==> src/rtl/cpu_pkg.sv <==
// Shared CPU types and constants: instruction/PC widths, fetch FSM states,
// and the fetch-queue entry layout.
package cpu_pkg;

    localparam int INSTR_W = 16;
    localparam int PC_W    = 16;

    typedef enum logic {
        FQ_RUN    = 1'b0,
        FQ_REFILL = 1'b1
    } fetch_state_t;

    typedef struct packed {
        logic [INSTR_W-1:0] instr;
        logic [PC_W-1:0]    pc;
    } fq_entry_t;

    // Fetch addresses are word aligned; the low two bits of a target are dropped.
    function automatic logic [PC_W-1:0] align_pc(input logic [PC_W-1:0] addr);
        return {addr[PC_W-1:2], 2'b00};
    endfunction

endpackage

==> src/rtl/fq_fifo.sv <==
// Circular buffer of fetched {instr, pc} entries with push/pop/clear.
// The head reads as all zeros while the buffer is empty.
module fq_fifo
    import cpu_pkg::*;
#(
    parameter int unsigned DEPTH = 4
) (
    input  logic                     clk,
    input  logic                     rst_ni,
    input  logic                     clear_i,
    input  logic                     push_i,
    input  fq_entry_t                push_data_i,
    input  logic                     pop_i,
    output fq_entry_t                head_o,
    output logic [$clog2(DEPTH):0]   occupancy_o
);

    localparam int AW = $clog2(DEPTH);

    fq_entry_t          mem_q [DEPTH];
    logic [AW-1:0]      rd_ptr_q, rd_ptr_d;
    logic [AW-1:0]      wr_ptr_q, wr_ptr_d;
    logic [AW:0]        count_q, count_d;

    // NOTE: every signal assigned in always_comb gets a default first, so no path can infer a latch.
    always_comb begin
        rd_ptr_d = rd_ptr_q;
        wr_ptr_d = wr_ptr_q;
        count_d  = count_q;
        if (clear_i) begin
            rd_ptr_d = '0;
            wr_ptr_d = '0;
            count_d  = '0;
        end else begin
            if (push_i) wr_ptr_d = wr_ptr_q + 1'b1;
            if (pop_i)  rd_ptr_d = rd_ptr_q + 1'b1;
            count_d = count_q + (AW+1)'(push_i) - (AW+1)'(pop_i);
        end
    end

    // NOTE: sequential state uses non-blocking assignments so every flop samples pre-edge values.
    always_ff @(posedge clk or negedge rst_ni) begin
        if (!rst_ni) begin
            rd_ptr_q <= '0;
            wr_ptr_q <= '0;
            count_q  <= '0;
        end else begin
            rd_ptr_q <= rd_ptr_d;
            wr_ptr_q <= wr_ptr_d;
            count_q  <= count_d;
        end
    end

    // NOTE: storage has no reset; validity is tracked by the pointers and count alone.
    always_ff @(posedge clk) begin
        if (push_i && !clear_i) mem_q[wr_ptr_q] <= push_data_i;
    end

    assign head_o      = (count_q != '0) ? mem_q[rd_ptr_q] : '0;
    assign occupancy_o = count_q;

    // The fetch credit rule must make a push into a full buffer impossible.
    assert property (@(posedge clk) disable iff (!rst_ni)
        !(push_i && !clear_i && !pop_i && count_q == (AW+1)'(DEPTH)));

endmodule

==> src/rtl/fetch_queue.sv <==
// Instruction-fetch front end: owns the fetch PC, issues credit-limited reads
// and buffers responses. Optional counters under FETCH_QUEUE_PERF_EN.
module fetch_queue
    import cpu_pkg::*;
#(
    parameter int unsigned     DEPTH    = 4,
    parameter logic [PC_W-1:0] RESET_PC = 16'h0000,
    parameter int unsigned     PC_STEP  = 4
) (
    input  logic                     clk,
    input  logic                     reset,
    output logic                     imem_req,
    output logic [PC_W-1:0]          imem_addr,
    input  logic [INSTR_W-1:0]       imem_rdata,
    output logic                     instr_valid,
    input  logic                     instr_ready,
    output logic [INSTR_W-1:0]       instr,
    output logic [PC_W-1:0]          instr_pc,
    input  logic                     redirect_valid,
    input  logic [PC_W-1:0]          redirect_pc,
    output logic [$clog2(DEPTH):0]   occupancy
`ifdef FETCH_QUEUE_PERF_EN
    ,
    output logic [31:0]              perf_stall_cycles,
    output logic [15:0]              perf_flushes
`endif
);

    localparam int              AW        = $clog2(DEPTH);
    localparam logic [AW+1:0]   DEPTH_W   = (AW+2)'(DEPTH);
    localparam logic [PC_W-1:0] PC_STEP_W = PC_W'(PC_STEP);

    fetch_state_t     state_q, state_d;
    logic [PC_W-1:0]  fetch_pc_q, fetch_pc_d;
    logic [PC_W-1:0]  resp_pc_q, resp_pc_d;
    logic             inflight_q, inflight_d;
    logic             has_room;
    logic             pop;
    fq_entry_t        head;

    assign has_room  = ({1'b0, occupancy} + (AW+2)'(inflight_q)) < DEPTH_W;

    // Gated by reset so no request leaks out while the block is held in reset.
    assign imem_req  = reset & ((state_q == FQ_REFILL) ? ~redirect_valid : has_room);
    assign imem_addr = fetch_pc_q;

    assign instr_valid = (occupancy != '0) & ~redirect_valid;
    assign pop         = instr_valid & instr_ready;
    assign instr       = head.instr;
    assign instr_pc    = head.pc;

    always_comb begin
        fetch_pc_d = fetch_pc_q;
        resp_pc_d  = resp_pc_q;
        inflight_d = 1'b0;
        state_d    = FQ_RUN;
        if (imem_req) begin
            fetch_pc_d = fetch_pc_q + PC_STEP_W;
            resp_pc_d  = fetch_pc_q;
            inflight_d = 1'b1;
        end
        // A redirect marks the outstanding response stale and restarts at the target.
        if (redirect_valid) begin
            fetch_pc_d = align_pc(redirect_pc);
            inflight_d = 1'b0;
            state_d    = FQ_REFILL;
        end
    end

    always_ff @(posedge clk or negedge reset) begin
        if (!reset) begin
            state_q    <= FQ_RUN;
            fetch_pc_q <= RESET_PC;
            resp_pc_q  <= '0;
            inflight_q <= 1'b0;
        end else begin
            state_q    <= state_d;
            fetch_pc_q <= fetch_pc_d;
            resp_pc_q  <= resp_pc_d;
            inflight_q <= inflight_d;
        end
    end

    fq_fifo #(
        .DEPTH (DEPTH)
    ) u_fifo (
        .clk         (clk),
        .rst_ni      (reset),
        .clear_i     (redirect_valid),
        .push_i      (inflight_q),
        .push_data_i ('{instr: imem_rdata, pc: resp_pc_q}),
        .pop_i       (pop),
        .head_o      (head),
        .occupancy_o (occupancy)
    );

`ifdef FETCH_QUEUE_PERF_EN
    logic [31:0] stall_q;
    logic [15:0] flush_q;

    always_ff @(posedge clk or negedge reset) begin
        if (!reset) begin
            stall_q <= '0;
            flush_q <= '0;
        end else begin
            if (instr_valid && !instr_ready && stall_q != '1) stall_q <= stall_q + 32'd1;
            if (redirect_valid && flush_q != '1)              flush_q <= flush_q + 16'd1;
        end
    end

    assign perf_stall_cycles = stall_q;
    assign perf_flushes      = flush_q;
`endif

endmodule
==> config.mk <==
export PLATFORM = sky130hd
export DESIGN_NAME = fetch_queue
export DESIGN_NICKNAME = d
export VERILOG_FILES = /design/src/rtl/cpu_pkg.sv /design/src/rtl/fq_fifo.sv /design/src/rtl/fetch_queue.sv
export SDC_FILE = /design/constraint.sdc
export NUM_CORES = 1
export LEC_CHECK = 0
export ABC_CLOCK_PERIOD_IN_PS = 3580
export CAP_MARGIN = 20
export CORE_UTILIZATION = 45
export CTS_CLUSTER_SIZE = 12
export DETAILED_ROUTE_END_ITERATION = 12
export PLACE_DENSITY = 0.77
export SLEW_MARGIN = 10
export SYNTH_ARGS = -nofsm -noshare
export SYNTH_HDL_FRONTEND = slang
export SYNTH_SLANG_ARGS = --single-unit
==> constraint.sdc <==
create_clock -name clk -period 3.58 [get_ports clk]
set_input_delay 0.895 -clock clk [delete_from_list [all_inputs] [get_ports clk]]
set_output_delay 0.895 -clock clk [all_outputs]
set_load 0.1 [all_outputs]
==> impl_metrics.py, run 1 <==
metrics = {
    "outcome": {
        "status": "completed",
    },
    "flow_run": {
        "cap_violations": 0,
    },
    "clock_tree": {
        "cts_root_buf": "clkbuf_16",
        "ctsResizeCount": 0,
        "h-tree-depth": 4,
        "clock_sinks": 157,
        "clock_path_buffers": 2,
        "cts_tree": "built",
        "post_cts_buffers": 0,
        "cts_hold_buf": 0,
        "clk_pin_slew_ns": 0.06,
        "cts_made_buffers": 17,
        "insertion_delay_ns": 0.41,
    },
    "cells_and_area": {
        "multi_input_area_mm2": 0.00205,
        "regArea_mm2": 0.00453,
        "final_cells": 693,
        "mostFrequentLayoutCells": "edfxtp_1, nor2b_1, dfrtp_1",
        "drive_gt1_share_pct": 29.1,
        "nets": 541,
        "final_common_cell": "edfxtp_1",
        "diodes": 0,
        "n_fill_cell": 1039,
        "syn2layout_area_growth_pct": 28.5,
    },
    "detailed_routing": {
        "antenna_left": 0,
        "num_vias": 3860,
        "viasPerCell": 5.57,
        "drt-initial-drc-count": 320,
        "wirelength_mm": 13.1,
        "firstDrtPassIters": 4,
        "drc": 0,
        "wl_per_cell_um": 18.9,
    },
    "power": {
        "finalPower_uw": 7840,
        "p_clk_share_pct": 23.5,
        "p_per_area_mw_per_mm2": 905,
        "p_comb_share_pct": 45.8,
        "p_int_uw": 4550,
        "switching_power_uw": 3280,
        "p_leak_uw": 0.00304,
        "switching_share_pct": 41.9,
        "peakVddDrop_v": 0.000550,
        "pwr-share-seq_pct": 30.7,
    },
    "worst_setup_path": {
        "path_buf_inv": 2,
        "slowest_delay_ns": 0.53,
        "crit_path_cell_trace": "ha_1 > nand4b_1 > o2bb2ai_2 > o21ai_4 > inv_1 > buf_12",
        "worstPathArrival_ns": 2.29,
        "critical_path_class": "reg2out",
        "cp.required_ns": 2.68,
        "critPathMaxFanout": 12,
        "start_kind": "flip-flop",
        "endpoint_kind": "primary output",
        "cp_slowest_cell": "o2bb2ai_2",
        "path_delay_family": "compound AO/OA/AOI/OAI gates",
    },
    "timing": {
        "skew_ns": 0.00808,
        "drv_slew": 0,
        "slew_headroom_pct": 58.9,
        "hold_viol": 0,
        "min_period_ns": 3.19,
        "period_share_pct": 89.1,
        "worst_pin_slew_ns": 0.613,
        "rsz0062_at_grt": "no",
        "fmaxAchievable_mhz": 314,
        "finalSetupViolations": 0,
    },
    "floorplan": {
        "die_y_um": 124,
        "fp.coreArea_mm2": 0.0146,
        "start_util_pct": 46.2,
        "die_width_um": 124,
        "rows": 44,
        "boundaryPins": 89,
        "die-area_mm2": 0.0155,
    },
    "synth": {
        "ys_seq_area_share_pct": 67.2,
        "yosys_warnings": 0,
        "yosys_register_bits": 157,
        "async_reset_ff_share_pct": 23.6,
        "synth_flop_cell": "edfxtp_1",
        "syn_inst": 404,
        "syn_area_mm2": 0.00674,
        "avgSynthCellArea_um2": 16.7,
        "synth_cell_types": 54,
        "synth-edff-count": 120,
    },
    "global_route": {
        "grt_pass1_wl_mm": 21.4,
        "grt_pass1_vias": 3963,
        "grt_overflow_total": 0,
        "grt_max_degree": 45,
        "track_usage_pct": 18.1,
        "antenna_found_initial": 0,
    },
    "hold_path": {
        "holdCritPathClass": "in2async",
    },
    "placed_design": {
        "port_buffers": 82,
        "gp_congestion": 0.823,
        "hpwlAfterDp_mm": 8.08,
        "dp_cells": 661,
    },
}
power by group through the flow:
stage                     combinational, µW  sequential (µW)  clock [µW]
final                                  3590             2410        1840
after floorplan                        2200             2650           0
after global placement                 3580             2420           0
after CTS                              3620             2410        1860
after detailed placement               3620             2450           0
after global routing                   3710             2440        1950
path summary, 6_finish.rpt:
kind | endpoint | depth (start not counted) | slack, ns | startpoint
worst max-delay path | imem_req | 6 | 0.39 | u_fifo.occupancy_o[1]
worst min-delay path | u_fifo.occupancy_o[2] | 1 | 0.31 | reset
worst max register to register | u_fifo.occupancy_o[2] | 11 | 0.97 | u_fifo.occupancy_o[1]
worst min register to register | u_fifo.mem_q[1][3] | 0 | 0.52 | resp_pc_q[3]
max in group asynchronous | u_fifo.rd_ptr_q[0] | 2 | 2.57 | reset
min in group clk | u_fifo.mem_q[1][3] | 0 | 0.52 | resp_pc_q[3]
layout make-up:
cell class / count / share of cell area [%]
clock buffer: 17 / 4.91
clock inverter: 15 / 2.17
inverter: 7 / 0.303
multi-input combinational: 217 / 23.7
sequential: 157 / 52.3
tap: 184 / 2.66
timing repair buffer: 96 / 14.0
registers in the layout, summed over array words and instances, names as in the netlist:
name	cells
inflight_q	1
state_q	1
resp_pc_q	14
u_fifo.wr_ptr_q	2
u_fifo.rd_ptr_q	2
imem_addr	14
u_fifo.mem_q	120
u_fifo.occupancy_o	3
through the flow:
step	setup TNS, ns	setup slack, ns	hold WS [ns]	instance area [µm²]	util (%)
after CTS	0	0.333	0.301	8660	59.4
after detailed placement	0	0.475	0.513	8050	55.2
after floorplan	-4.40	-0.148	0.471	6750	-
after global routing	0	0.238	0.297	8660	59.4
after global placement	0	0.502	0.485	8050	55.2
final	0	0.391	0.313	8660	59.4
metal layers:
metal | vias to the layer above | global-route usage, % | share of wire, %
met5 | - | 0 | 0
met4 | 0 | 5.39 | 1.0
met3 | 12 | 4.81 | 5.3
met1 | 1951 | 24.4 | 44
met2 | 148 | 28.9 | 50
li1 | 1749 | - | -
cells by family (layout without fill, tap and decap cells):
kind of cell / count (synthesis) / in the layout / synth area share, %
adders and majority gates: 9 / 9 / 1.78
and+or+nand+nor: 111 / 111 / 9.67
DFF: 157 / 157 / 67.2
AOI/OAI and AO/OA: 44 / 44 / 5.14
buffers and inverters: 33 / 135 / 2.62
muxes: 45 / 45 / 13.0
other: 1 / 4 / 0.0556
xor gates and xnor gates: 4 / 4 / 0.520
cells in the mapped netlist (all sizes together) (2+ instances only):
cell type | number | area [µm²]
edfxtp | 120 | 3600
nor2b | 41 | 257
dfrtp | 37 | 926
mux4 | 30 | 676
buf | 20 | 128
nand3 | 15 | 75.1
nor2 | 15 | 56.3
mux2 | 14 | 191
a21oi | 9 | 45.0
and2 | 9 | 56.3
o211ai | 9 | 72.6
ha | 8 | 100
nand2 | 8 | 32.5
inv | 7 | 26.3
clkbuf | 6 | 22.5
nor3 | 6 | 30.0
nand2b | 5 | 31.3
o2111ai | 5 | 43.8
a22o | 4 | 36.3
nand4b | 3 | 26.3
o21ai | 3 | 26.3
a211oi | 2 | 15.0
a221oi | 2 | 17.5
and4 | 2 | 17.5
xnor2 | 2 | 17.5
xor2 | 2 | 17.5
Note: power is estimated with default switching activity, not from simulation.
==> inputs of run 2 (changes only) <==
--- a/config.mk
+++ b/config.mk
@@ -15,3 +15,4 @@
 export SYNTH_ARGS = -nofsm -noshare
 export SYNTH_HDL_FRONTEND = slang
 export SYNTH_SLANG_ARGS = --single-unit
+export TNS_END_PERCENT = 20
==> constraint.sdc (replaced) <==
create_clock -name clk -period 3.58 [get_ports clk]
set_input_delay 0.358 -clock clk [delete_from_list [all_inputs] [get_ports clk]]
set_output_delay 0.358 -clock clk [all_outputs]
set_load 0.1 [all_outputs]
==> run 2 against run 1 <==
Effect of this change:
- power decreased by 8.3%
- cell count shrank 0.14%
- non-clock buffer count shrank 1
- sequential share of layout area is 2.5 points higher
- sequential cell count did not move
- global-route usage fell by 0.74 points
- combinational power shrank 16%
- worst setup slack improved by 0.27 ns
- highest routed layer unchanged
- fmax rose by 9.3%
- sequential power barely moved
==> impl_metrics.py, run 2 (synthesis results as in run 1) <==
metrics = {
    "clock_tree": {
        "cts_tree": "built",
        "cts_root_buf": "clkbuf_16",
        "insertion_delay_ns": 0.42,
        "clock_path_buffers": 2,
        "cts_hold_buf": 1,
        "post_cts_buffers": 0,
        "clk_pin_slew_ns": 0.06,
        "h-tree-depth": 4,
        "ctsResizeCount": 0,
        "cts_made_buffers": 17,
        "clock_sinks": 157,
    },
    "global_route": {
        "grt_pass1_vias": 3821,
        "antenna_found_initial": 0,
        "grt_overflow_total": 0,
        "grt_pass1_wl_mm": 20.4,
        "track_usage_pct": 17.4,
        "grt_max_degree": 47,
    },
    "detailed_routing": {
        "num_vias": 3739,
        "viasPerCell": 5.40,
        "antenna_left": 0,
        "drt-initial-drc-count": 289,
        "wl_per_cell_um": 18.3,
        "firstDrtPassIters": 4,
        "drc": 0,
        "wirelength_mm": 12.7,
    },
    "worst_setup_path": {
        "path_buf_inv": 5,
        "start_kind": "primary input",
        "worstPathArrival_ns": 2.56,
        "crit_path_cell_trace": "dlygate4sd3_1 > buf_2 > nor2b_1 > o2bb2ai_2 > buf_4 > o21ai_4 > inv_1 > buf_12",
        "path_delay_family": "buffers and inverters",
        "cp_slowest_cell": "dlygate4sd3_1",
        "endpoint_kind": "primary output",
        "slowest_delay_ns": 0.52,
        "critical_path_class": "in2out",
        "cp.required_ns": 3.22,
        "critPathMaxFanout": 18,
    },
    "timing": {
        "hold_viol": 0,
        "whs_ns": 0.392,
        "skew_ns": 0.0101,
        "fmaxAchievable_mhz": 343,
        "finalSetupViolations": 0,
        "worst_pin_slew_ns": 0.978,
        "slew_headroom_pct": 34.6,
        "rsz0062_at_grt": "no",
        "period_share_pct": 81.5,
        "fin_tns_setup_ns": 0,
        "drv_slew": 0,
        "min_period_ns": 2.92,
    },
    "cells_and_area": {
        "utilization_pct": 56.7,
        "syn2layout_area_growth_pct": 22.7,
        "drive_gt1_share_pct": 25.0,
        "diodes": 0,
        "final_area_mm2": 0.00827,
        "final_common_cell": "edfxtp_1",
        "multi_input_area_mm2": 0.00205,
        "mostFrequentLayoutCells": "edfxtp_1, clkdlybuf4s50_1, buf_4",
        "n_fill_cell": 1113,
        "largest_reg_flops": 120,
        "nets": 540,
        "largest_register": "u_fifo.mem_q",
        "regArea_mm2": 0.00453,
    },
    "floorplan": {
        "die_y_um": 124,
        "rows": 44,
        "start_util_pct": 46.2,
        "boundaryPins": 89,
        "die-area_mm2": 0.0155,
        "fp.coreArea_mm2": 0.0146,
        "die_width_um": 124,
    },
    "power": {
        "p_leak_uw": 0.00289,
        "p_per_area_mw_per_mm2": 868,
        "peakVddDrop_v": 0.000557,
    },
    "hold_path": {
        "holdCritPathClass": "in2async",
    },
    "placed_design": {
        "gp_congestion": 0.885,
        "port_buffers": 82,
        "dpl_cell_area_mm2": 0.00769,
        "hpwlAfterDp_mm": 8.00,
    },
    "flow_run": {
        "cap_violations": 0,
    },
    "outcome": {
        "status": "completed",
    },
}
## run 2: cell count changes in the layout (fill, tap and decap cells not counted), sizes merged, moves of 2 or more
cell           previous run  this run
clkbuf                   17        19
inv                      11         9
buf                      64        45
clkdlybuf4s50            32        49
## run 2: worst paths after layout
path / from / cells after the start / endpoint / slack [ns]
max: reset / 8 / imem_req / 0.66
min: reset / 2 / imem_addr[6] / 0.39
max reg2reg: u_fifo.occupancy_o[1] / 10 / u_fifo.occupancy_o[2] / 1.32
min reg2reg: resp_pc_q[7] / 0 / u_fifo.mem_q[2][7] / 0.52
max in group asynchronous: reset / 3 / u_fifo.rd_ptr_q[0] / 2.53
min in group clk: resp_pc_q[7] / 0 / u_fifo.mem_q[2][7] / 0.52
## run 2: final cells by class
class / count / area share [%]
Multi-Input combinational cell: 217 / 24.8
Sequential cell: 157 / 54.8
Clock buffer: 19 / 5.23
Inverter: 7 / 0.318
Tap cell: 184 / 2.78
Timing Repair Buffer: 95 / 10.4
Clock inverter: 13 / 1.71
## run 2: per-layer routing
metal / share of wire [%] / vias up / GRT usage, % / wire, µm
met5: 0 / - / 0 / 0
met3: 4.5 / 7 / 4.42 / 568
met2: 49 / 112 / 28.0 / 6180
met1: 46 / 1874 / 23.2 / 5810
met4: 0.69 / 0 / 5.32 / 87
li1: - / 1746 / - / -
## run 2: through the flow
stage	cells	worst slack, ns	total power, µW
detailed placement	659	1.17	5510
CTS	692	0.648	7240
global route	692	0.533	7450
floorplan	407	0.389	4850
finish	692	0.662	7180
global placement	659	1.21	5470
## run 2: power breakdown
part           internal [µW]  switching, µW  total, µW
logic                    823           2210       3030
clock network           1030            704       1730
registers               2190            230       2420
